--- src/rtl/pfs_pattern_engine_pkg.sv ---
// -----------------------------------------------------------------------------
// pfs_pkg
// Shared definitions for the parallel fault simulator pattern engine:
//   - pfs_state_e : engine FSM encoding
//   - GOOD_LANE   : lane index of the fault-free machine
//   - lfsr_taps   : maximal-length Fibonacci tap mask for widths 3..16
//   - parity16    : XOR reduction used for LFSR feedback
//   - rsp_idx     : bit position of output j of lane k in a packed response
// -----------------------------------------------------------------------------
package pfs_pkg;

  typedef enum logic [2:0] {
    ST_IDLE  = 3'd0,
    ST_SEND  = 3'd1,
    ST_WAIT  = 3'd2,
    ST_CHECK = 3'd3,
    ST_DONE  = 3'd4
  } pfs_state_e;

  localparam int GOOD_LANE = 0;

  // Tap mask, bit t set means register bit t feeds the XOR. Widths outside
  // 3..16 have no entry and yield an all-zero mask.
  function automatic logic [15:0] lfsr_taps(input int width);
    logic [15:0] taps;
    case (width)
      3:       taps = 16'h0006;
      4:       taps = 16'h000C;
      5:       taps = 16'h0014;
      6:       taps = 16'h0030;
      7:       taps = 16'h0060;
      8:       taps = 16'h00B8;
      9:       taps = 16'h0110;
      10:      taps = 16'h0240;
      11:      taps = 16'h0500;
      12:      taps = 16'h0829;
      13:      taps = 16'h100D;
      14:      taps = 16'h2015;
      15:      taps = 16'h6000;
      16:      taps = 16'hD008;
      default: taps = 16'h0000;
    endcase
    return taps;
  endfunction

  // Even-parity bit of a 16-bit vector.
  function automatic logic parity16(input logic [15:0] v);
    return ^v;
  endfunction

  // Packed response layout: output j of lane k lives at bit j*lanes+k.
  function automatic int rsp_idx(input int j, input int k, input int lanes);
    return j * lanes + k;
  endfunction

endpackage

--- src/rtl/pfs_pattern_engine_if.sv ---
// -----------------------------------------------------------------------------
// pfs_pattern_engine_if
// Pattern and response channels between the pattern engine and the
// bit-parallel evaluator.
//   pat_valid/pat_ready/pat_data : pattern channel, engine -> evaluator
//   rsp_valid/rsp_ready/rsp_data : response channel, evaluator -> engine
// Modports:
//   master : engine side
//   slave  : evaluator side
// -----------------------------------------------------------------------------
interface pfs_pattern_engine_if #(
  parameter int N_IN  = 5,
  parameter int N_OUT = 2,
  parameter int LANES = 16
) ();

  logic                   pat_valid;
  logic                   pat_ready;
  logic [N_IN-1:0]        pat_data;
  logic                   rsp_valid;
  logic                   rsp_ready;
  logic [N_OUT*LANES-1:0] rsp_data;

  modport master (
    output pat_valid,
    output pat_data,
    output rsp_ready,
    input  pat_ready,
    input  rsp_valid,
    input  rsp_data
  );

  modport slave (
    input  pat_valid,
    input  pat_data,
    input  rsp_ready,
    output pat_ready,
    output rsp_valid,
    output rsp_data
  );

endinterface

--- src/rtl/pfs_pattern_engine_gen.sv ---
// -----------------------------------------------------------------------------
// pfs_pattern_gen
// Pattern source for the engine: exhaustive up-counter (PAT_MODE=0) or
// maximal-length Fibonacci LFSR (PAT_MODE=1, N_IN in 3..16).
// Ports:
//   clk, rst_n : clock, asynchronous active-low reset
//   load_i     : reload the start value (0, or the seed in LFSR mode)
//   step_i     : advance one pattern (ignored while load_i is high)
//   pat_o      : current pattern, registered
// A seed of 0 would lock the LFSR, so it is replaced by 1.
// -----------------------------------------------------------------------------
module pfs_pattern_gen
  import pfs_pkg::*;
#(
  parameter int N_IN      = 5,
  parameter int PAT_MODE  = 0,
  parameter int LFSR_SEED = 1
) (
  input  logic            clk,
  input  logic            rst_n,
  input  logic            load_i,
  input  logic            step_i,
  output logic [N_IN-1:0] pat_o
);

  localparam logic [N_IN-1:0] ONE_V    = {{(N_IN-1){1'b0}}, 1'b1};
  localparam logic [N_IN-1:0] SEED_RAW = N_IN'(LFSR_SEED);
  localparam logic [N_IN-1:0] SEED_V   = (SEED_RAW == '0) ? ONE_V : SEED_RAW;
  localparam logic [N_IN-1:0] START_V  = (PAT_MODE == 1) ? SEED_V : '0;
  localparam logic [N_IN-1:0] TAP_W    = N_IN'(lfsr_taps(N_IN));

  logic [N_IN-1:0] pat_q;
  logic [N_IN-1:0] pat_d;
  logic [N_IN-1:0] step_val;

  // Next pattern: counter increment (wraps at 2^N_IN) or one LFSR shift.
  always_comb begin
    if (PAT_MODE == 1) begin
      step_val = {pat_q[N_IN-2:0], parity16(16'(pat_q & TAP_W))};
    end else begin
      step_val = pat_q + ONE_V;
    end
  end

  // Load has priority over step.
  always_comb begin
    if (load_i) begin
      pat_d = START_V;
    end else if (step_i) begin
      pat_d = step_val;
    end else begin
      pat_d = pat_q;
    end
  end

  // Pattern register; reset leaves it at the start value.
  always_ff @(posedge clk or negedge rst_n) begin
    if (!rst_n) begin
      pat_q <= START_V;
    end else begin
      pat_q <= pat_d;
    end
  end

  assign pat_o = pat_q;

endmodule

--- src/rtl/pfs_pattern_engine.sv ---
// -----------------------------------------------------------------------------
// pfs_pattern_engine
// Stimulus/response end of a parallel fault simulator. Issues one pattern at a
// time to a bit-parallel evaluator, takes back the packed per-lane response,
// and flags every faulty lane (1..LANES-1) whose outputs differ from the good
// lane 0. The detected mask is sticky for the whole run.
// Ports:
//   clk, rst_n      : clock, asynchronous active-low reset
//   start_i         : begin a run (sampled only when idle)
//   pat_count_i     : number of patterns for the run (sampled with start_i)
//   bus (master)    : pattern/response channels to the evaluator
//   detected_o      : sticky mask of detected faulty lanes, bit 0 always 0
//   det_count_o     : popcount of detected_o
//   busy_o          : run in progress
//   done_o          : one-cycle pulse at end of run
//   all_detected_o  : every faulty lane detected
// -----------------------------------------------------------------------------
module pfs_pattern_engine
  import pfs_pkg::*;
#(
  parameter int N_IN       = 5,
  parameter int N_OUT      = 2,
  parameter int LANES      = 16,
  parameter int PAT_MODE   = 0,
  parameter int LFSR_SEED  = 1,
  parameter int EARLY_STOP = 1
) (
  input  logic                     clk,
  input  logic                     rst_n,
  input  logic                     start_i,
  input  logic [15:0]              pat_count_i,
  pfs_pattern_engine_if.master     bus,
  output logic [LANES-1:0]         detected_o,
  output logic [$clog2(LANES):0]   det_count_o,
  output logic                     busy_o,
  output logic                     done_o,
  output logic                     all_detected_o
);

  localparam int CW = $clog2(LANES) + 1;

  localparam logic [2:0] IDLE  = ST_IDLE;
  localparam logic [2:0] SEND  = ST_SEND;
  localparam logic [2:0] WAIT  = ST_WAIT;
  localparam logic [2:0] CHECK = ST_CHECK;
  localparam logic [2:0] DONE  = ST_DONE;

  logic [2:0]             state_q, state_d;
  logic [15:0]            cnt_q, cnt_d;
  logic [15:0]            sent_q, sent_d;
  logic [N_OUT*LANES-1:0] rsp_q, rsp_d;
  logic [LANES-1:0]       det_q, det_d;
  logic [LANES-1:0]       diff;
  logic                   gen_load, gen_step;
  logic [N_IN-1:0]        gen_pat;

  logic                   pat_valid_q;
  logic                   rsp_ready_q;
  logic                   busy_q;
  logic                   done_q;
  logic [CW-1:0]          det_count_q;
  logic                   all_det_q;

  function automatic logic [CW-1:0] popcount(input logic [LANES-1:0] v);
    logic [CW-1:0] c;
    c = '0;
    for (int i = 0; i < LANES; i++) begin
      c = c + {{(CW-1){1'b0}}, v[i]};
    end
    return c;
  endfunction

  function automatic logic faulty_all_set(input logic [LANES-1:0] v);
    return &v[LANES-1:1];
  endfunction

  pfs_pattern_gen #(
    .N_IN      (N_IN),
    .PAT_MODE  (PAT_MODE),
    .LFSR_SEED (LFSR_SEED)
  ) u_gen (
    .clk    (clk),
    .rst_n  (rst_n),
    .load_i (gen_load),
    .step_i (gen_step),
    .pat_o  (gen_pat)
  );

  // Per-lane mismatch against the good lane over all outputs of the held response.
  always_comb begin
    diff = '0;
    for (int k = 1; k < LANES; k++) begin
      for (int j = 0; j < N_OUT; j++) begin
        diff[k] = diff[k] |
                  (rsp_q[rsp_idx(j, k, LANES)] ^ rsp_q[rsp_idx(j, GOOD_LANE, LANES)]);
      end
    end
  end

  // FSM next state and datapath updates. The early-stop test uses the mask
  // including this CHECK's contribution.
  always_comb begin
    state_d  = state_q;
    cnt_d    = cnt_q;
    sent_d   = sent_q;
    rsp_d    = rsp_q;
    det_d    = det_q;
    gen_load = 1'b0;
    gen_step = 1'b0;
    case (state_q)
      IDLE: begin
        if (start_i) begin
          det_d    = '0;
          cnt_d    = pat_count_i;
          sent_d   = 16'd0;
          gen_load = 1'b1;
          if (pat_count_i == 16'd0) begin
            state_d = DONE;
          end else begin
            state_d = SEND;
          end
        end else begin
          state_d = IDLE;
        end
      end
      SEND: begin
        if (bus.pat_ready) begin
          sent_d  = sent_q + 16'd1;
          state_d = WAIT;
        end else begin
          state_d = SEND;
        end
      end
      WAIT: begin
        if (bus.rsp_valid) begin
          rsp_d   = bus.rsp_data;
          state_d = CHECK;
        end else begin
          state_d = WAIT;
        end
      end
      CHECK: begin
        det_d    = det_q | diff;
        gen_step = 1'b1;
        if ((sent_q == cnt_q) || ((EARLY_STOP != 0) && faulty_all_set(det_d))) begin
          state_d = DONE;
        end else begin
          state_d = SEND;
        end
      end
      DONE: begin
        state_d = IDLE;
      end
      default: begin
        state_d = IDLE;
      end
    endcase
  end

  // State and datapath registers.
  always_ff @(posedge clk or negedge rst_n) begin
    if (!rst_n) begin
      state_q <= IDLE;
      cnt_q   <= 16'd0;
      sent_q  <= 16'd0;
      rsp_q   <= '0;
      det_q   <= '0;
    end else begin
      state_q <= state_d;
      cnt_q   <= cnt_d;
      sent_q  <= sent_d;
      rsp_q   <= rsp_d;
      det_q   <= det_d;
    end
  end

  // Output flops decoded from the next state so every output is a clean register.
  always_ff @(posedge clk or negedge rst_n) begin
    if (!rst_n) begin
      pat_valid_q <= 1'b0;
      rsp_ready_q <= 1'b0;
      busy_q      <= 1'b0;
      done_q      <= 1'b0;
      det_count_q <= '0;
      all_det_q   <= 1'b0;
    end else begin
      pat_valid_q <= (state_d == SEND);
      rsp_ready_q <= (state_d == WAIT);
      busy_q      <= (state_d != IDLE);
      done_q      <= (state_d == DONE);
      det_count_q <= popcount(det_d);
      all_det_q   <= faulty_all_set(det_d);
    end
  end

  // The generator register is valid whenever SEND is entered (loaded or stepped
  // on that same edge); masking with pat_valid keeps pat_data at 0 otherwise,
  // including after reset when the LFSR already holds its seed.
  assign bus.pat_data  = gen_pat & {N_IN{pat_valid_q}};
  assign bus.pat_valid = pat_valid_q;
  assign bus.rsp_ready = rsp_ready_q;

  assign detected_o     = det_q;
  assign det_count_o    = det_count_q;
  assign busy_o         = busy_q;
  assign done_o         = done_q;
  assign all_detected_o = all_det_q;

endmodule

--- src/flat_wrapper.sv ---
// flat-port wrapper written by rule: the top's interface ports become plain ports
module pfs_pattern_engine_flat import pfs_pkg::*;
#(
  parameter int N_IN       = 5,
  parameter int N_OUT      = 2,
  parameter int LANES      = 16,
  parameter int PAT_MODE   = 0,
  parameter int LFSR_SEED  = 1,
  parameter int EARLY_STOP = 1
)
  (clk, rst_n, start_i, pat_count_i, detected_o, det_count_o, busy_o, done_o, all_detected_o, bus_pat_valid, bus_pat_data, bus_rsp_ready, bus_pat_ready, bus_rsp_valid, bus_rsp_data);
  pfs_pattern_engine_if #(.N_IN(N_IN), .N_OUT(N_OUT), .LANES(LANES)) bus_i ();
  input  logic clk;
  input  logic rst_n;
  input  logic start_i;
  input  logic [15:0] pat_count_i;
  output logic [LANES-1:0] detected_o;
  output logic [$clog2(LANES):0] det_count_o;
  output logic busy_o;
  output logic done_o;
  output logic all_detected_o;
  output wire logic [$bits(bus_i.pat_valid)-1:0] bus_pat_valid;
  output wire logic [$bits(bus_i.pat_data)-1:0] bus_pat_data;
  output wire logic [$bits(bus_i.rsp_ready)-1:0] bus_rsp_ready;
  input wire logic [$bits(bus_i.pat_ready)-1:0] bus_pat_ready;
  input wire logic [$bits(bus_i.rsp_valid)-1:0] bus_rsp_valid;
  input wire logic [$bits(bus_i.rsp_data)-1:0] bus_rsp_data;
  assign bus_pat_valid = bus_i.pat_valid;
  assign bus_pat_data = bus_i.pat_data;
  assign bus_rsp_ready = bus_i.rsp_ready;
  assign bus_i.pat_ready = bus_pat_ready;
  assign bus_i.rsp_valid = bus_rsp_valid;
  assign bus_i.rsp_data = bus_rsp_data;
  pfs_pattern_engine #(.N_IN(N_IN), .N_OUT(N_OUT), .LANES(LANES), .PAT_MODE(PAT_MODE), .LFSR_SEED(LFSR_SEED), .EARLY_STOP(EARLY_STOP)) u_core (.clk(clk), .rst_n(rst_n), .start_i(start_i), .pat_count_i(pat_count_i), .bus(bus_i), .detected_o(detected_o), .det_count_o(det_count_o), .busy_o(busy_o), .done_o(done_o), .all_detected_o(all_detected_o));
endmodule
--- config.mk ---
export PLATFORM = sky130hd
export DESIGN_NAME = pfs_pattern_engine_flat
export DESIGN_NICKNAME = d
export VERILOG_FILES = /design/src/rtl/pfs_pattern_engine_pkg.sv /design/src/rtl/pfs_pattern_engine_if.sv /design/src/rtl/pfs_pattern_engine_gen.sv /design/src/rtl/pfs_pattern_engine.sv /design/src/flat_wrapper.sv
export SDC_FILE = /design/constraint.sdc
export NUM_CORES = 1
export LEC_CHECK = 0
export CAP_MARGIN = 10
export CORE_MARGIN = 4
export CORE_UTILIZATION = 57
export DETAILED_ROUTE_END_ITERATION = 12
export PLACE_DENSITY_LB_ADDON = 0.08
export SETUP_SLACK_MARGIN = 0.5
export SLEW_MARGIN = 20
export SYNTH_ARGS = -nofsm -noshare
export SYNTH_HDL_FRONTEND = slang
export SYNTH_SLANG_ARGS = --single-unit
--- constraint.sdc ---
create_clock -name clk -period 7.45 [get_ports clk]
set_input_delay 1.8625 -clock clk [delete_from_list [all_inputs] [get_ports clk]]
set_output_delay 1.8625 -clock clk [all_outputs]
set_load 0.005 [all_outputs]
==> results of run 1 <==
-- cell usage in the layout, fill, tap and decap left out, types with 2 or more instances in the layout --
master	count
a21o_1	4
a21oi_1	15
and2_1	6
buf_4	5
clkbuf_8	12
clkdlybuf4s50_1	82
clkinv_2	2
dfrtp_1	98
fa_1	10
ha_1	7
inv_1	20
mux2_2	32
mux2i_1	3
nand2_1	70
nand3_1	6
nand3b_1	3
nand4_1	9
nor2_1	25
nor2_2	2
nor2b_1	2
nor3_1	21
nor4_1	12
o21ai_0	15
o22ai_1	2
or3_1	3
xnor2_1	6
xor2_1	52
-- final cells by class --
class                   count  area (sq um)  share of cell area
flip-flops and latches     98          2450               0.406
multi-input cells         323          2300               0.382
repair buffers             87           858               0.142
clock buffers              12           165              0.0274
well taps                 105           131              0.0218
inverters                  20          75.1              0.0124
clock inverters             4          48.8             0.00809
-- metal layers --
metal | routed length, um | global-route usage | vias up
li1 | - | - | 1704
met1 | 4340 | 0.272 | 1762
met5 | 0 | 0 | -
met2 | 5660 | 0.409 | 82
met4 | 131 | 0.0654 | 0
met3 | 544 | 0.0489 | 11
-- cells by family (layout without fill, tap and decap cells) --
| kind of cell | after synthesis | count (layout) | synth area share |
|---|---|---|---|
| buf+inv | 41 | 123 | 0.0412 |
| flops | 98 | 98 | 0.495 |
| compound gates | 43 | 43 | 0.0505 |
| xor+xnor | 58 | 58 | 0.103 |
| mux | 35 | 35 | 0.0788 |
| fa+ha+maj | 17 | 17 | 0.0581 |
| simple gates | 170 | 170 | 0.174 |
-- flip-flops by register name, indices dropped and copies added (netlist names) --
name	count
u_core.all_detected_o	1
u_core.done_o	1
u_core.bus.pat_valid	1
u_core.sent_q	16
u_core.state_q	3
u_core.busy_o	1
u_core.bus.rsp_ready	1
u_core.rsp_q	32
u_core.u_gen.pat_o	5
u_core.cnt_q	16
u_core.det_count_o	5
u_core.detected_o	16
-- worst paths after layout --
check / from / endpoint / slack (ns) / depth (start not counted)
setup / recovery: start_i / u_core.det_count_o[1] / 1.15 / 15
setup reg to reg: u_core.state_q[2] / u_core.det_count_o[1] / 2.46 / 14
min in group asynchronous: rst_n / u_core.cnt_q[5] / 1.48 / 1
max in group asynchronous: rst_n / u_core.done_o / 4.83 / 2
hold / removal: u_core.sent_q[15] / u_core.sent_q[15] / 0.50 / 1
hold reg to reg: u_core.sent_q[15] / u_core.sent_q[15] / 0.50 / 1
-- where the power goes --
part           switching [uW]  total [uW]  internal (uW)
clock network             177         359            182
registers                 202         954            752
logic                     825        1590            768
-- synth_stat cells (2+ instances only) --
| cell type | instances | area share |
|---|---|---|
| o21ai_0 | 15 | 0.015 |
| nand3b_1 | 3 | 0.0045 |
| nor4_1 | 12 | 0.015 |
| dfrtp_1 | 98 | 0.50 |
| buf_4 | 2 | 0.0030 |
| a21oi_1 | 15 | 0.015 |
| buf_6 | 4 | 0.0091 |
| ha_1 | 7 | 0.018 |
| nand3_1 | 6 | 0.0061 |
| nor3_1 | 21 | 0.021 |
| o22ai_1 | 2 | 0.0025 |
| fa_1 | 10 | 0.040 |
| or3_1 | 3 | 0.0038 |
| buf_2 | 10 | 0.010 |
| clkbuf_1 | 4 | 0.0030 |
| nand4_1 | 9 | 0.011 |
| a21o_1 | 4 | 0.0061 |
| mux2_2 | 32 | 0.073 |
| nor2b_1 | 2 | 0.0025 |
| nor2_1 | 25 | 0.019 |
| and2_1 | 6 | 0.0076 |
| nor2_2 | 2 | 0.0025 |
| xnor2_1 | 6 | 0.011 |
| inv_1 | 20 | 0.015 |
| nand2_1 | 70 | 0.053 |
| xor2_1 | 52 | 0.092 |
| mux2i_1 | 3 | 0.0061 |
-- per-stage QoR --
step,worst slack [ns],hold WS [ns]
2_1_floorplan,1.42,0.465
3_3_place_gp,0.860,0.481
3_5_place_dp,0.761,0.484
4_1_cts,1.15,0.502
5_1_grt,0.915,0.536
6_report,1.15,0.496
==> out/metrics.csv, run 1 <==
stage,metric,value,unit
setup_path,Crit-path slowest cell,or4b_1,
sta,Final Critical Period,6.30,ns
setup_path,Worst Path Buf+Inv,5,
route,DRT iter0 DRCs,119,
global_routing,initial antenna violation count,0,
layout,layout cells sized above 1,0.112,
power,Static Leak,0.00277,uW
setup_path,Crit. End Element,flip-flop,
floorplan,core area,0.00834,sq mm
layout,Fillers,626,
layout,Area growth syn-to-layout,21.8,%
place,Detailed Place HPWL,7.94,mm
route,drc violations,0,
global_routing,grt total ovfl,0,
route,drt first pass iters,4,
route,Via Count,3559,
power,Final Power,2910,uW
clock_network,Max Buffers Root-to-Sink,2,
global_routing,largest net degree at the start of global routing,56,
global_routing,Total GRT Usage,0.227,
place,routability congestion estimate,0.864,
floorplan,Initial Util,0.594,
route,final wirelength,10.7,mm
sta,setup TNS,0,ns
synth,Netlist Area Pre-Place,0.00495,sq mm
synth,yosys warns,0,
setup_path,CP top delay family,adder cells,
sta,worst slew pin tran,0.835,ns
route,ANT nets after route,0,
clock_network,"Setup Fix Bufs, Post-CTS",0,
setup_path,CP max FO,12,
clock_network,total CTS buffers,9,
synth,Seq cells post-synth,98,
sta,"Slew Viols, Final",0,
power,pwr dens,482,mW/mm^2
place,placed cells,633,
layout,fin area,0.00603,sq mm
global_routing,first-pass GRT wire length,18.2,mm
place,placed cell area,0.00582,sq mm
clock_network,TritonCTS clock tree,yes,
setup_path,worst-path cell chain,clkdlybuf4s50_1 -> or4b_1 -> o21ai_0 -> nor2_1 -> ha_1 -> inv_1 -> fa_1 -> fa_1 -> fa_1 -> inv_1 -> fa_1 -> fa_1 -> inv_1 -> fa_1 -> inv_1,
clock_network,Clock transition at path regs,0.09,ns
setup_path,Worst EP required,7.76,ns
clock_network,CTS H-tree lvls,3,
clock_network,# resized after CTS,0,
min_path,HP Class,flip-flop to flip-flop,
clock_network,clk root buf,clkbuf_8,
synth,"EDFF count, synth",0,
setup_path,Crit path top cell by count,fa_1,
floorplan,DIE AREA,0.0102,sq mm
synth,synth unique cells,46,
clock_network,Skew-Pair Late Insertion Delay,0.36,ns
setup_path,CP Launch Type,primary input,
synth,sequential area share after synthesis,0.495,
route,wire per inst,16.4,um
layout,final core occ,0.723,
sta,count of final setup violators,0,
setup_path,CP max stage delay,0.67,ns
synth,synthesized instance count,462,
global_routing,number of global-route vias before repair,3820,
clock_network,CTS Hold Bufs,0,
sta,Worst slew margin,0.443,
sta,Final Hold Vio Count,0,
sta,RSZ-0062 raised after global routing,false,
layout,nets@finish,609,
setup_path,"Worst Path Class, Setup",primary input to flip-flop,
floorplan,Die Ht,101,um
route,detail-routed via count per cell,5.48,
sta,clk_skew,0.0119,ns
synth,syn_nets,532,
sta,Final Cycle Share,0.846,
floorplan,number of I/O pins,84,
layout,antenna cell count,0,
clock_network,clk sinks,98,
sta,Max Fclk,0.159,GHz
place,IO Port Bufs,83,
run,Max Cap Viol,0,
setup_path,critical path arrival,6.61,ns
synth,"Primary FF master, synth",dfrtp_1,
floorplan,num rows,33,
synth,"Avg Cell Area, Syn",10.7,sq um
outcome,status,completed,
layout,Layout Cells excl Fill,649,
synth,asr flop ratio synth,1.00,
floorplan,Die X,101,um
power,peak supply drop,342,uV
Note: power is estimated with default switching activity, not from simulation.
==> inputs of run 2 (changes only) <==
--- a/config.mk
+++ b/config.mk
@@ -7,7 +7,7 @@
 export LEC_CHECK = 0
 export CAP_MARGIN = 10
 export CORE_MARGIN = 4
-export CORE_UTILIZATION = 57
+export CORE_UTILIZATION = 48
 export DETAILED_ROUTE_END_ITERATION = 12
 export PLACE_DENSITY_LB_ADDON = 0.08
 export SETUP_SLACK_MARGIN = 0.5
==> constraint.sdc (replaced) <==
create_clock -name clk -period 5.25 [get_ports clk]
set_input_delay 1.3125 -clock clk [delete_from_list [all_inputs] [get_ports clk]]
set_output_delay 1.3125 -clock clk [all_outputs]
set_load 0.005 [all_outputs]
==> run 2 against run 1 <==
Compared with the run above: largest power group unchanged; first-iteration DRC count grew 43%; via count grew 2.8%; clock skew grew 0.0039 ns; combinational power grew 74%; sequential power grew 39%; critical path depth is the same; utilization shrank 9.0 points; flip-flop and latch count is the same; count of clock-buffer cells in the layout shrank 2; setup slack lost 0.86 ns.
==> out/metrics.csv, run 2 (synthesized netlist as in run 1, its figures left out) <==
stage,metric,value,unit,change
outcome,status,completed,,unchanged
layout,"commonest non-fill, non-tap cell in the layout",dfrtp_1,,unchanged
floorplan,Die Ht,110,um,was 101 um
sta,Final Cycle Share,0.944,,
layout,nets@finish,626,,was 609
setup_path,worst-path cell chain,buf_6 -> or4b_4 -> buf_6 -> nand3_2 -> o21ai_2 -> fa_1 -> inv_2 -> fa_1 -> fa_1 -> inv_2 -> fa_1 -> fa_2 -> inv_2 -> fa_2 -> inv_2,,was clkdlybuf4s50_1 -> or4b_1 -> o21ai_0 -> nor2_1 -> ha_1 -> inv_1 -> fa_1 -> fa_1 -> fa_1 -> inv_1 -> fa_1 -> fa_1 -> inv_1 -> fa_1 -> inv_1
global_routing,largest net degree at the start of global routing,58,,was 56
layout,final core occ,0.634,,was 0.723
sta,Worst slew margin,0.508,,was 0.443
clock_network,CTS Hold Bufs,0,,unchanged
clock_network,CTS H-tree lvls,3,,unchanged
sta,count of final setup violators,0,,unchanged
floorplan,num rows,36,,was 33
sta,"Slew Viols, Final",0,,unchanged
place,routability congestion estimate,0.903,,was 0.864
setup_path,critical path arrival,5.26,ns,was 6.61 ns
place,placed cells,676,,was 633
min_path,HP Class,flip-flop to flip-flop,,unchanged
floorplan,DIE AREA,0.0120,sq mm,was 0.0102 sq mm
power,pwr dens,739,mW/mm^2,was 482 mW/mm^2
global_routing,first-pass GRT wire length,19.2,mm,was 18.2 mm
setup_path,R2R depth,14,,unchanged
sta,RSZ-0062 raised after global routing,true,,was false
layout,most frequent cells in the layout,"dfrtp_1 (98), clkdlybuf4s50_1 (81), nand2_1 (70)",,"was dfrtp_1 (98), clkdlybuf4s50_1 (82), nand2_1 (70)"
floorplan,core area,0.00991,sq mm,was 0.00834 sq mm
power,Static Leak,0.00286,uW,was 0.00277 uW
setup_path,Crit. End Element,flip-flop,,unchanged
layout,layout cells sized above 1,0.173,,was 0.112
floorplan,Initial Util,0.500,,was 0.594
layout,Biggest register,u_core.rsp_q,,unchanged
route,DRT iter0 DRCs,170,,was 119
clock_network,Skew-Pair Late Insertion Delay,0.37,ns,was 0.36 ns
layout,Fillers,834,,was 626
route,final wirelength,11.5,mm,was 10.7 mm
setup_path,Worst EP required,5.56,ns,was 7.76 ns
global_routing,initial antenna violation count,0,,unchanged
clock_network,clk sinks,98,,unchanged
floorplan,Die X,110,um,was 101 um
place,IO Port Bufs,83,,unchanged
min_path,worst hold path depth,2,,was 1
clock_network,Clock transition at path regs,0.10,ns,was 0.09 ns
global_routing,number of global-route vias before repair,3844,,was 3820
sta,Final Critical Period,4.96,ns,
route,drc violations,0,,unchanged
setup_path,CP max FO,4,,was 12
layout,max reg flops,32,,unchanged
place,Detailed Place HPWL,8.44,mm,was 7.94 mm
sta,clk_skew,0.0158,ns,was 0.0119 ns
clock_network,TritonCTS clock tree,yes,,unchanged
clock_network,clk root buf,clkbuf_8,,unchanged
layout,Layout Cells excl Fill,694,,was 649
global_routing,grt total ovfl,0,,unchanged
floorplan,number of I/O pins,84,,unchanged
setup_path,"Worst Path Class, Setup",primary input to flip-flop,,unchanged
route,detail-routed via count per cell,5.27,,was 5.48
setup_path,CP Launch Type,primary input,,unchanged
route,ANT nets after route,0,,unchanged
layout,Area growth syn-to-layout,26.8,%,was 21.8%
global_routing,Total GRT Usage,0.208,,was 0.227
clock_network,total CTS buffers,9,,unchanged
route,wire per inst,16.5,um,was 16.4 um
sta,worst slew pin tran,0.738,ns,was 0.835 ns
route,Via Count,3660,,was 3559
sta,Final Hold Vio Count,0,,unchanged
sta,Max Fclk,0.202,GHz,
power,Final Power,4640,uW,was 2910 uW
clock_network,Max Buffers Root-to-Sink,2,,unchanged
run,Max Cap Viol,0,,unchanged
power,peak supply drop,441,uV,was 342 uV
layout,antenna cell count,0,,unchanged
setup_path,Crit-path slowest cell,fa_1,,was or4b_1
route,drt first pass iters,7,,was 4
setup_path,CP max stage delay,0.58,ns,was 0.67 ns
-- run 2: stage by stage --
stage | hold WS, ns | cell area [sq um] | TNS [ns] | setup slack [ns]
after floorplan | 0.463 | 5000 | -0.192 | -0.0945
after global placement | 0.481 | 5990 | -2.06 | -0.518
after detailed placement | 0.485 | 5990 | -2.33 | -0.574
after CTS | 0.510 | 6250 | 0 | 0.263
after global routing | 0.529 | 6280 | 0 | 0.192
final | 0.506 | 6280 | 0 | 0.293
-- run 2: where the power goes --
group	internal, uW	switching [uW]	leakage (uW)	total [uW]
sequential	1070	259	0.00124	1330
clock	283	269	0.000117	552
combinational	1380	1380	0.00150	2760
-- run 2: critical path: cells and delay by family --
family                   cells  cell delay, ns
adder cells (fa/ha/maj)      6            2.84
buffers and inverters        6            0.44
AND/OR/NAND/NOR              2            0.58
AO/OA/AOI/OAI                1            0.09
-- run 2: metal layers --
metal | global-route usage | share of wire
met1 | 0.259 | 0.42
met2 | 0.353 | 0.51
met3 | 0.0564 | 0.047
met4 | 0.0677 | 0.020
met5 | 0 | 0
-- run 2: worst paths after layout --
| path | endpoint | start | slack, ns |
|---|---|---|---|
| max | u_core.det_count_o[1] | start_i | 0.29 |
| min | u_core.cnt_q[13] | u_core.cnt_q[13] | 0.51 |
| max reg2reg | u_core.det_count_o[1] | u_core.state_q[1] | 0.62 |
| min reg2reg | u_core.cnt_q[13] | u_core.cnt_q[13] | 0.51 |
| max in group asynchronous | u_core.rsp_q[18] | rst_n | 3.21 |
| min in group asynchronous | u_core.cnt_q[4] | rst_n | 1.00 |
-- run 2: cell type report --
class | count | area, sq um | share of cell area
tap | 133 | 166 | 0.0265
inverter | 20 | 75.1 | 0.0120
clock buffer | 10 | 138 | 0.0219
clock inverter | 6 | 87.6 | 0.0139
multi-input combinational | 323 | 2360 | 0.376
timing repair buffer | 104 | 998 | 0.159
sequential | 98 | 2450 | 0.391
-- run 2: timing repair --
item / CTS / global route
endpoints found under the setup margin: 5 / 4
setup buffers: 1 / 1
gates resized for setup: 12 / 9
pin swaps: 11 / 7
==> inputs of run 3 (changes only) <==
--- a/config.mk
+++ b/config.mk
@@ -8,6 +8,7 @@
 export CAP_MARGIN = 10
 export CORE_MARGIN = 4
 export CORE_UTILIZATION = 48
+export CTS_CLUSTER_DIAMETER = 40
 export DETAILED_ROUTE_END_ITERATION = 12
 export PLACE_DENSITY_LB_ADDON = 0.08
 export SETUP_SLACK_MARGIN = 0.5
==> constraint.sdc (replaced) <==
create_clock -name clk -period 4 [get_ports clk]
set_input_delay 1 -clock clk [delete_from_list [all_inputs] [get_ports clk]]
set_output_delay 1 -clock clk [all_outputs]
set_load 0.005 [all_outputs]
==> run 3 against run 2 <==
Compared with the run above: wire length shrank 0.17%; die area is the same; the run now ends with negative setup slack left; cell area grew 2.4%; clock skew shrank 0.00078 ns; first-iteration DRC count shrank 19%; global-route usage shrank 0.15 points; via count grew 0.82%; clock power grew 32%; register-to-register slack lost 1.0 ns; critical path depth shrank 1.
==> out/metrics.csv, run 3 (synthesized netlist as in run 1, its figures left out) <==
stage,metric,value,unit,change
clock_network,TritonCTS clock tree,yes,,unchanged
place,routability congestion estimate,0.893,,was 0.903
sta,worst slew pin tran,0.599,ns,was 0.738 ns
outcome,status,finished with violations,,was completed
sta,setup ws final,-0.618,ns,was 0.293 ns
route,Via Count,3690,,was 3660
sta,clk_skew,0.0151,ns,was 0.0158 ns
layout,most frequent cells in the layout,"dfrtp_1 (98), clkdlybuf4s50_1 (81), nand2_1 (70)",,unchanged
global_routing,grt total ovfl,0,,unchanged
floorplan,Die X,110,um,unchanged
route,detail-routed via count per cell,5.16,,was 5.27
route,top routing layer used,met4,,unchanged
route,drt first pass iters,5,,was 7
power,Static Leak,0.00297,uW,was 0.00286 uW
power,pwr dens,926,mW/mm^2,was 739 mW/mm^2
setup_path,Worst EP required,4.31,ns,was 5.56 ns
power,Clock Power Share,0.123,,was 0.119
route,M1 wire length,4.66,mm,was 4.87 mm
layout,Reg area,0.00245,sq mm,unchanged
place,Detailed Place HPWL,8.66,mm,was 8.44 mm
power,Comb pwr share,0.593,,was 0.595
route,wire per inst,16.0,um,was 16.5 um
global_routing,largest net degree at the start of global routing,46,,was 58
setup_path,critical path arrival,4.93,ns,was 5.26 ns
power,peak supply drop,555,uV,was 441 uV
floorplan,DIE AREA,0.0120,sq mm,unchanged
layout,multi-input logic area,0.00234,sq mm,was 0.00236 sq mm
place,IO Port Bufs,83,,unchanged
global_routing,first-pass GRT wire length,19.1,mm,was 19.2 mm
power,switching power total,2340,uW,was 1910 uW
floorplan,num rows,36,,unchanged
sta,"Slew Viols, Final",0,,unchanged
floorplan,core area,0.00991,sq mm,unchanged
layout,Layout Cells excl Fill,715,,was 694
setup_path,CP max FO,4,,unchanged
global_routing,number of global-route vias before repair,3970,,was 3844
route,DRT iter0 DRCs,137,,was 170
sta,Final Cycle Share,1.15,,
place,pre-CTS setup slack,-1.51,ns,was -0.574 ns
power,Seq pwr share,0.284,,was 0.286
layout,layout cells sized above 1,0.189,,was 0.173
layout,"commonest non-fill, non-tap cell in the layout",dfrtp_1,,unchanged
setup_path,CP Launch Type,primary input,,unchanged
route,met3 wire len,624,um,was 541 um
clock_network,total CTS buffers,9,,unchanged
sta,count of final setup violators,5,,was 0
setup_path,Crit. End Element,flip-flop,,unchanged
sta,Worst slew margin,0.601,,was 0.508
sta,worst hold slack,0.508,ns,was 0.506 ns
layout,antenna cell count,0,,unchanged
sta,Final Hold Vio Count,0,,unchanged
clock_network,Skew-Pair Late Insertion Delay,0.38,ns,was 0.37 ns
global_routing,initial antenna violation count,0,,unchanged
layout,nets@finish,649,,was 626
clock_network,clk sinks,98,,unchanged
run,Max Cap Viol,0,,unchanged
route,ANT nets after route,0,,unchanged
setup_path,"Worst Path Class, Setup",primary input to flip-flop,,unchanged
sta,Final Critical Period,4.62,ns,
floorplan,number of I/O pins,84,,unchanged
power,Switching Share,0.393,,was 0.411
min_path,HP Class,flip-flop to flip-flop,,unchanged
sta,Max Fclk,0.217,GHz,
layout,Biggest register,u_core.rsp_q,,unchanged
route,Met2 Wirelength,5.99,mm,was 5.83 mm
route,final wirelength,11.5,mm,about the same
outcome,failing checks,negative setup slack,,
global_routing,Total GRT Usage,0.207,,was 0.208
clock_network,Max Buffers Root-to-Sink,2,,unchanged
layout,max reg flops,32,,unchanged
clock_network,clk root buf,clkbuf_8,,unchanged
floorplan,Initial Util,0.500,,unchanged
clock_network,CTS H-tree lvls,3,,unchanged
layout,Area growth syn-to-layout,29.9,%,was 26.8%
route,drc violations,0,,unchanged
floorplan,Die Ht,110,um,unchanged
power,Pint,3610,uW,was 2730 uW
place,placed cells,697,,was 676
sta,RSZ-0062 raised after global routing,true,,unchanged
clock_network,Clock transition at path regs,0.08,ns,was 0.10 ns
layout,Fillers,860,,was 834
==> run 3: power by group through the flow <==
stage	combinational (uW)	clock (uW)	sequential (uW)
global route	4020	784	1730
finish	3530	730	1690
global placement	3480	0	1700
floorplan	2460	0	1640
CTS	3600	747	1690
detailed placement	3590	0	1700
==> run 3: repair_timing <==
action / CTS / global route
resized for setup: 8 / 1
hold buffers: 0 / 0
setup buffers: 4 / 0
endpoints found under the setup margin: 5 / 5
pin swaps: 7 / 4
==> run 3: final timing paths <==
kind	start	endpoint	slack, ns	cells after the start
min in group asynchronous	rst_n	u_core.sent_q[4]	0.62	1
min	u_core.cnt_q[12]	u_core.cnt_q[12]	0.51	2
max in group asynchronous	rst_n	u_core.sent_q[6]	2.56	2
min reg2reg	u_core.cnt_q[12]	u_core.cnt_q[12]	0.51	2
max reg2reg	u_core.state_q[0]	u_core.det_count_o[1]	-0.40	13
max	start_i	u_core.det_count_o[1]	-0.62	14
==> run 3: critical path, stage by stage <==
cell,delay [ns]
buf_8,0.07
or4b_4,0.50
and2_4,0.20
ha_4,0.26
inv_2,0.03
fa_1,0.54
fa_1,0.44
fa_1,0.51
inv_1,0.05
fa_1,0.45
fa_2,0.36
inv_2,0.06
fa_2,0.41
inv_1,0.06
==> run 3: layout make-up <==
type,instances,share of cell area
Timing Repair Buffer,127,0.183
Sequential cell,98,0.381
Multi-Input combinational cell,323,0.363
Clock inverter,2,0.00934
Inverter,20,0.0117
Tap cell,133,0.0259
Clock buffer,12,0.0257
==> run 3: stage by stage <==
step | power, uW | setup TNS (ns) | cell area, sq um | util
finish | 5950 | -2.56 | 6430 | 0.649
detailed placement | 5300 | -6.99 | 6160 | 0.622
global route | 6540 | -2.97 | 6430 | 0.649
CTS | 6040 | -2.72 | 6430 | 0.649
floorplan | 4090 | -4.63 | 5000 | -
global placement | 5190 | -6.80 | 6160 | 0.622
==> run 3: layer usage <==
layer / global-route usage / vias up
met1: 0.243 / 1800
met5: 0 / -
li1: - / 1785
met2: 0.369 / 87
met3: 0.0534 / 18
met4: 0.0659 / 0
==> edit 1: new RTL, settings of run 3 <==
`LANES` is set to 16 in 3 places; all go to 32.
--- a/src/rtl/pfs_pattern_engine_if.sv
+++ b/src/rtl/pfs_pattern_engine_if.sv
@@ -12,5 +12,5 @@
   parameter int N_IN  = 5,
   parameter int N_OUT = 2,
-  parameter int LANES = 16
+  parameter int LANES = 32
 ) ();
 
--- a/src/rtl/pfs_pattern_engine.sv
+++ b/src/rtl/pfs_pattern_engine.sv
@@ -21,5 +21,5 @@
   parameter int N_IN       = 5,
   parameter int N_OUT      = 2,
-  parameter int LANES      = 16,
+  parameter int LANES      = 32,
   parameter int PAT_MODE   = 0,
   parameter int LFSR_SEED  = 1,
--- a/src/flat_wrapper.sv
+++ b/src/flat_wrapper.sv
@@ -4,5 +4,5 @@
   parameter int N_IN       = 5,
   parameter int N_OUT      = 2,
-  parameter int LANES      = 16,
+  parameter int LANES      = 32,
   parameter int PAT_MODE   = 0,
   parameter int LFSR_SEED  = 1,
Ports: changed (resized bus_rsp_data, det_count_o and detected_o); port bits go from 84 to 133. The function was not compared with the original's and may differ.
==> edit 1 against run 3 <==
The flow still finishes with violations (negative setup slack). Count of clock-buffer cells in the layout increased by 7. Sequential cell count rose by 49. Hold slack worse by 0.0088 ns. Wire length is 73% higher. Worst setup slack lost 1.4 ns. Final area grew 64%. Synthesized area grew 52%. Global-route usage up 2.7 points. Non-clock buffer count rose by 112. Via count grew 59%. Largest cell class unchanged.
Power is not shown: default switching activity piles up to over one toggle a cycle in this logic, so the estimate is an artifact.
==> edit 1: results (changes against run 3) <==
* HPWL Detailed at 15150 um (+75%)
* First-pass GRT wire length at 32570 um (+71%)
* Final Skew at 0.008267 ns (-0.006804 ns)
* Clock transition at path regs at 0.06 ns (-0.02 ns)
* Pin count of the biggest net entering global routing at 98 (+110%)
* Crit path DAT at 6.32 ns (+1.39 ns)
* Ant. Diodes at 0 (unchanged)
* Nets at 1029 (+59%)
* CTS root buffer: clkbuf_16
* Initial antenna violation count at 0 (unchanged)
* Initial DRC Count at 295 (+120%)
* Synth cell count leaders: 147 x dfrtp_1, 94 x nand2_1, 87 x xor2_1
* Pre-CTS setup slack at -2.935 ns (-1.429 ns)
* I/O Buffers at 132 (+59%)
* Failing checks: negative setup slack
* First-pass iteration count of the detailed router at 6 (+1)
* Largest cells by area after synthesis: dfrtp_1 49%, xor2_1 10%, mux2_2 9.6%, fa_1 6.4%, nand2_1 4.7%
* Mapped Nets at 802 (+51%)
* Syn. warnings at 0 (unchanged)
* Gp weighted congestion at 0.9076 (+1.6%)
* Vias in the first global route at 6313 (+59%)
* Vias per inst at 5.183 (+0.42%)
* Largest Register: u_core.rsp_q
* Run status: complete, but fails checks
* Worst-path maximum fanout at 5 (+1)
* Register area share after synthesis at 48.86% (-0.66 points)
* Layout cells sized above 1 at 24.92% (+6.0 points)
* Setup violators final at 6 (+1)
* TritonCTS Buffers at 17 (+8)
* Total track usage at 23.39% (+2.7 points)
* Crit-path leading delay family: adder cells
* Drt wl/cell at 17.52 um (+9.3%)
* Worst skew pair latency at 0.43 ns (+0.05 ns)
* Critical path's largest stage delay at 0.56 ns (+0.02 ns)
* Final setup TNS at -10.49 ns (-7.933 ns)
* Synth unique cells at 44 (-4.3%)
* Max reg flops at 64 (+100%)
* Actual slew at the worst max-slew pin at 0.6663 ns (+0.06755 ns)
* Setup ws final at -1.968 ns (-1.350 ns)
* H-tree level count at 4 (+1)
-- edit 1: cell count changes after synthesis, moves of 10 or more --
| cell | change |
|---|---|
| clkbuf_1 | +10 |
| dfrtp_1 | +49 |
| fa_1 | +14 |
| inv_1 | +15 |
| mux2_2 | +32 |
| nand2_1 | +24 |
| nor3_1 | +14 |
| o21ai_0 | +17 |
| xor2_1 | +35 |
-- edit 1: metrics by stage --
step                      hold WS [ns]  area (sq um)  cells
after floorplan                 0.4629          7591    683
after global placement          0.4806          9841   1099
after detailed placement        0.4892          9841   1099
after CTS                       0.5026         10560   1133
after global routing            0.5194         10580   1134
final                           0.4992         10580   1134
-- edit 1: final cells by class --
cell class / count / area, sq um
multi-input combinational: 470 / 3640
fill: 1172 / 4679
clock buffer: 19 / 452.9
sequential: 147 / 3679
inverter: 35 / 131.4
timing repair buffer: 239 / 2206
tap: 211 / 264.0
clock inverter: 13 / 206.4
-- edit 1: per-layer routing --
layer,vias up,wire (um),global-route usage [%]
li1,2745,-,-
met1,2939,8755,31.50
met2,167,9706,38.37
met3,26,1085,4.683
met4,0,320,7.486
met5,-,0,0
-- edit 1: worst paths after layout --
check / from / endpoint / slack, ns / depth (start not counted)
max: start_i / u_core.det_count_o[4] / -1.97 / 20
min: u_core.cnt_q[5] / u_core.cnt_q[5] / 0.50 / 2
max reg2reg: u_core.rsp_q[32] / u_core.det_count_o[4] / -1.91 / 19
min reg2reg: u_core.cnt_q[5] / u_core.cnt_q[5] / 0.50 / 2
max in group asynchronous: rst_n / u_core.rsp_q[18] / 2.59 / 2
min in group asynchronous: rst_n / u_core.sent_q[9] / 0.51 / 1
-- edit 1: logic make-up (layout without fill, tap and decap cells) --
family / after synthesis / count (layout) / synth area share [%]
muxes: 66 / 66 / 9.839
DFF: 147 / 147 / 48.86
adders and majority gates: 34 / 34 / 8.044
xor gates and xnor gates: 92 / 92 / 10.70
AOI/OAI and AO/OA: 61 / 61 / 4.554
buffers and inverters: 66 / 306 / 3.822
and+or+nand+nor: 217 / 217 / 14.18
-- edit 1: repair_timing --
action                                  CTS  global route
pin swaps                                17             2
endpoints found under the setup margin    6             6
buffers inserted                          2             1
cloned                                    0             0
resized for setup                        14             6
-- edit 1: tightest hold or removal path, stage by stage (launching register included) --
cell and delay [ns]:
dfrtp_1 0.36, nand2_1 0.06, nand2_1 0.06
==> edit 2: new RTL, settings of run 3 <==
Made on the original files. Remove the register `det_count_q`: a continuous assignment takes its place, so the output `det_count_o` follows one clock earlier.
--- a/src/rtl/pfs_pattern_engine.sv
+++ b/src/rtl/pfs_pattern_engine.sv
@@ -182,5 +182,4 @@
       busy_q      <= 1'b0;
       done_q      <= 1'b0;
-      det_count_q <= '0;
       all_det_q   <= 1'b0;
     end else begin
@@ -189,8 +188,9 @@
       busy_q      <= (state_d != IDLE);
       done_q      <= (state_d == DONE);
-      det_count_q <= popcount(det_d);
       all_det_q   <= faulty_all_set(det_d);
     end
   end
+
+  assign det_count_q = popcount(det_d);
 
   // The generator register is valid whenever SEND is entered (loaded or stepped
Behaviour: not the same (Yosys sat finds a counterexample within 4 cycles, from zero or initial values and one cycle with rst_n low).
==> edit 2 against run 3 <==
The run still ends with negative setup slack left. Die area down 1.9%. Wire length down 2.3%. Power up 20%. Critical path depth up 3. Final area up 0.47%. Clock power down 9.9%. Worst setup slack worse by 1.5 ns. Core utilization up 0.90 points. Register-to-register slack better by 2.3 ns. Sequential cell count down 5. Synthesized area down 2.0%. Critical endpoint is now det_count_o[1].
==> edit 2: results (changes against run 3) <==
* Run status: complete, but fails checks
* Failing checks: negative setup slack
* Register-to-Register Setup Slack at 1.93 ns (+2.33 ns)
* Inverters at 19 (-5.0%)
* Setup violators final at 5 (unchanged)
* HPWL Detailed at 8622 um (-0.43%)
* Register area share after synthesis at 47.96% (-1.6 points)
* Actual slew at the worst max-slew pin at 0.7884 ns (+0.1897 ns)
* Non-clk bufs at 147 (+16%)
* Met2 Usage GRT at 36.72% (-0.21 points)
* Final Util at 65.80% (+0.90 points)
* Reg power frac at 21.9% (-6.5 points)
* First-pass GRT wire length at 18240 um (-4.3%)
* HP Start: u_core.cnt_q[15]
* Pin count of the biggest net entering global routing at 62 (+35%)
* Drt wl/cell at 15.29 um (-4.6%)
* Routed wl met3 at 449 um (-28%)
* DR WL met2 at 6010 um (+0.35%)
* Gp weighted congestion at 0.8535 (-4.4%)
* M3 GR Usage at 4.896% (-0.45 points)
* Synth cell count leaders: 93 x dfrtp_1, 82 x nand2_1, 50 x xor2_1
* GR Util met1 at 22.36% (-1.9 points)
* Number of multi-input logic gates at 324 (+0.31%)
* Synth Area per Inst at 10.64 sq um (-0.73%)
* Setup ws final at -2.091 ns (-1.473 ns)
* Hold Slack at 0.4969 ns (-0.01105 ns)
* Post-CTS setup buffer count at 2 (-2)
* Hold Path Sink: u_core.cnt_q[15]
* First-pass iteration count of the detailed router at 4 (-1)
* Initial DRC Count at 124 (-9.5%)
* Seq/total area at 36.02% (-2.1 points)
* Clock net sink count at 93 (-5.1%)
* Filler Cell Count at 854 (-0.70%)
* Comb power frac at 68.9% (+9.6 points)
* Post-Route WL at 11190 um (-2.3%)
* DR vias at 3691 (+0.027%)
* Layout cells sized above 1 at 23.04% (+4.1 points)
-- edit 2: worst max-delay path by stage --
stage / startpoint / endpoint / slack (ns) / cells after the start
after floorplan: start_i / det_count_o[1] / -1.96 / 15
final: start_i / det_count_o[1] / -2.09 / 17
after detailed placement: start_i / det_count_o[4] / -2.95 / 17
after CTS: start_i / det_count_o[4] / -2.25 / 17
after global routing: start_i / det_count_o[4] / -2.21 / 18
after global placement: start_i / det_count_o[1] / -2.85 / 16
-- edit 2: logic make-up after synthesis --
kind of cell               synth area share [%]
adders and majority gates                 5.931
muxes                                     7.633
buffers and inverters                     4.874
and+or+nand+nor                           17.97
DFF                                       47.96
AOI/OAI and AO/OA                         5.364
xor gates and xnor gates                  10.26
-- edit 2: worst register-to-register path: cells and delay by family (launching register included) --
family	cells	cell delay, ns
AOI/OAI and AO/OA	1	0.19
buffers and inverters	4	0.68
DFF	1	0.36
and+or+nand+nor	4	0.72
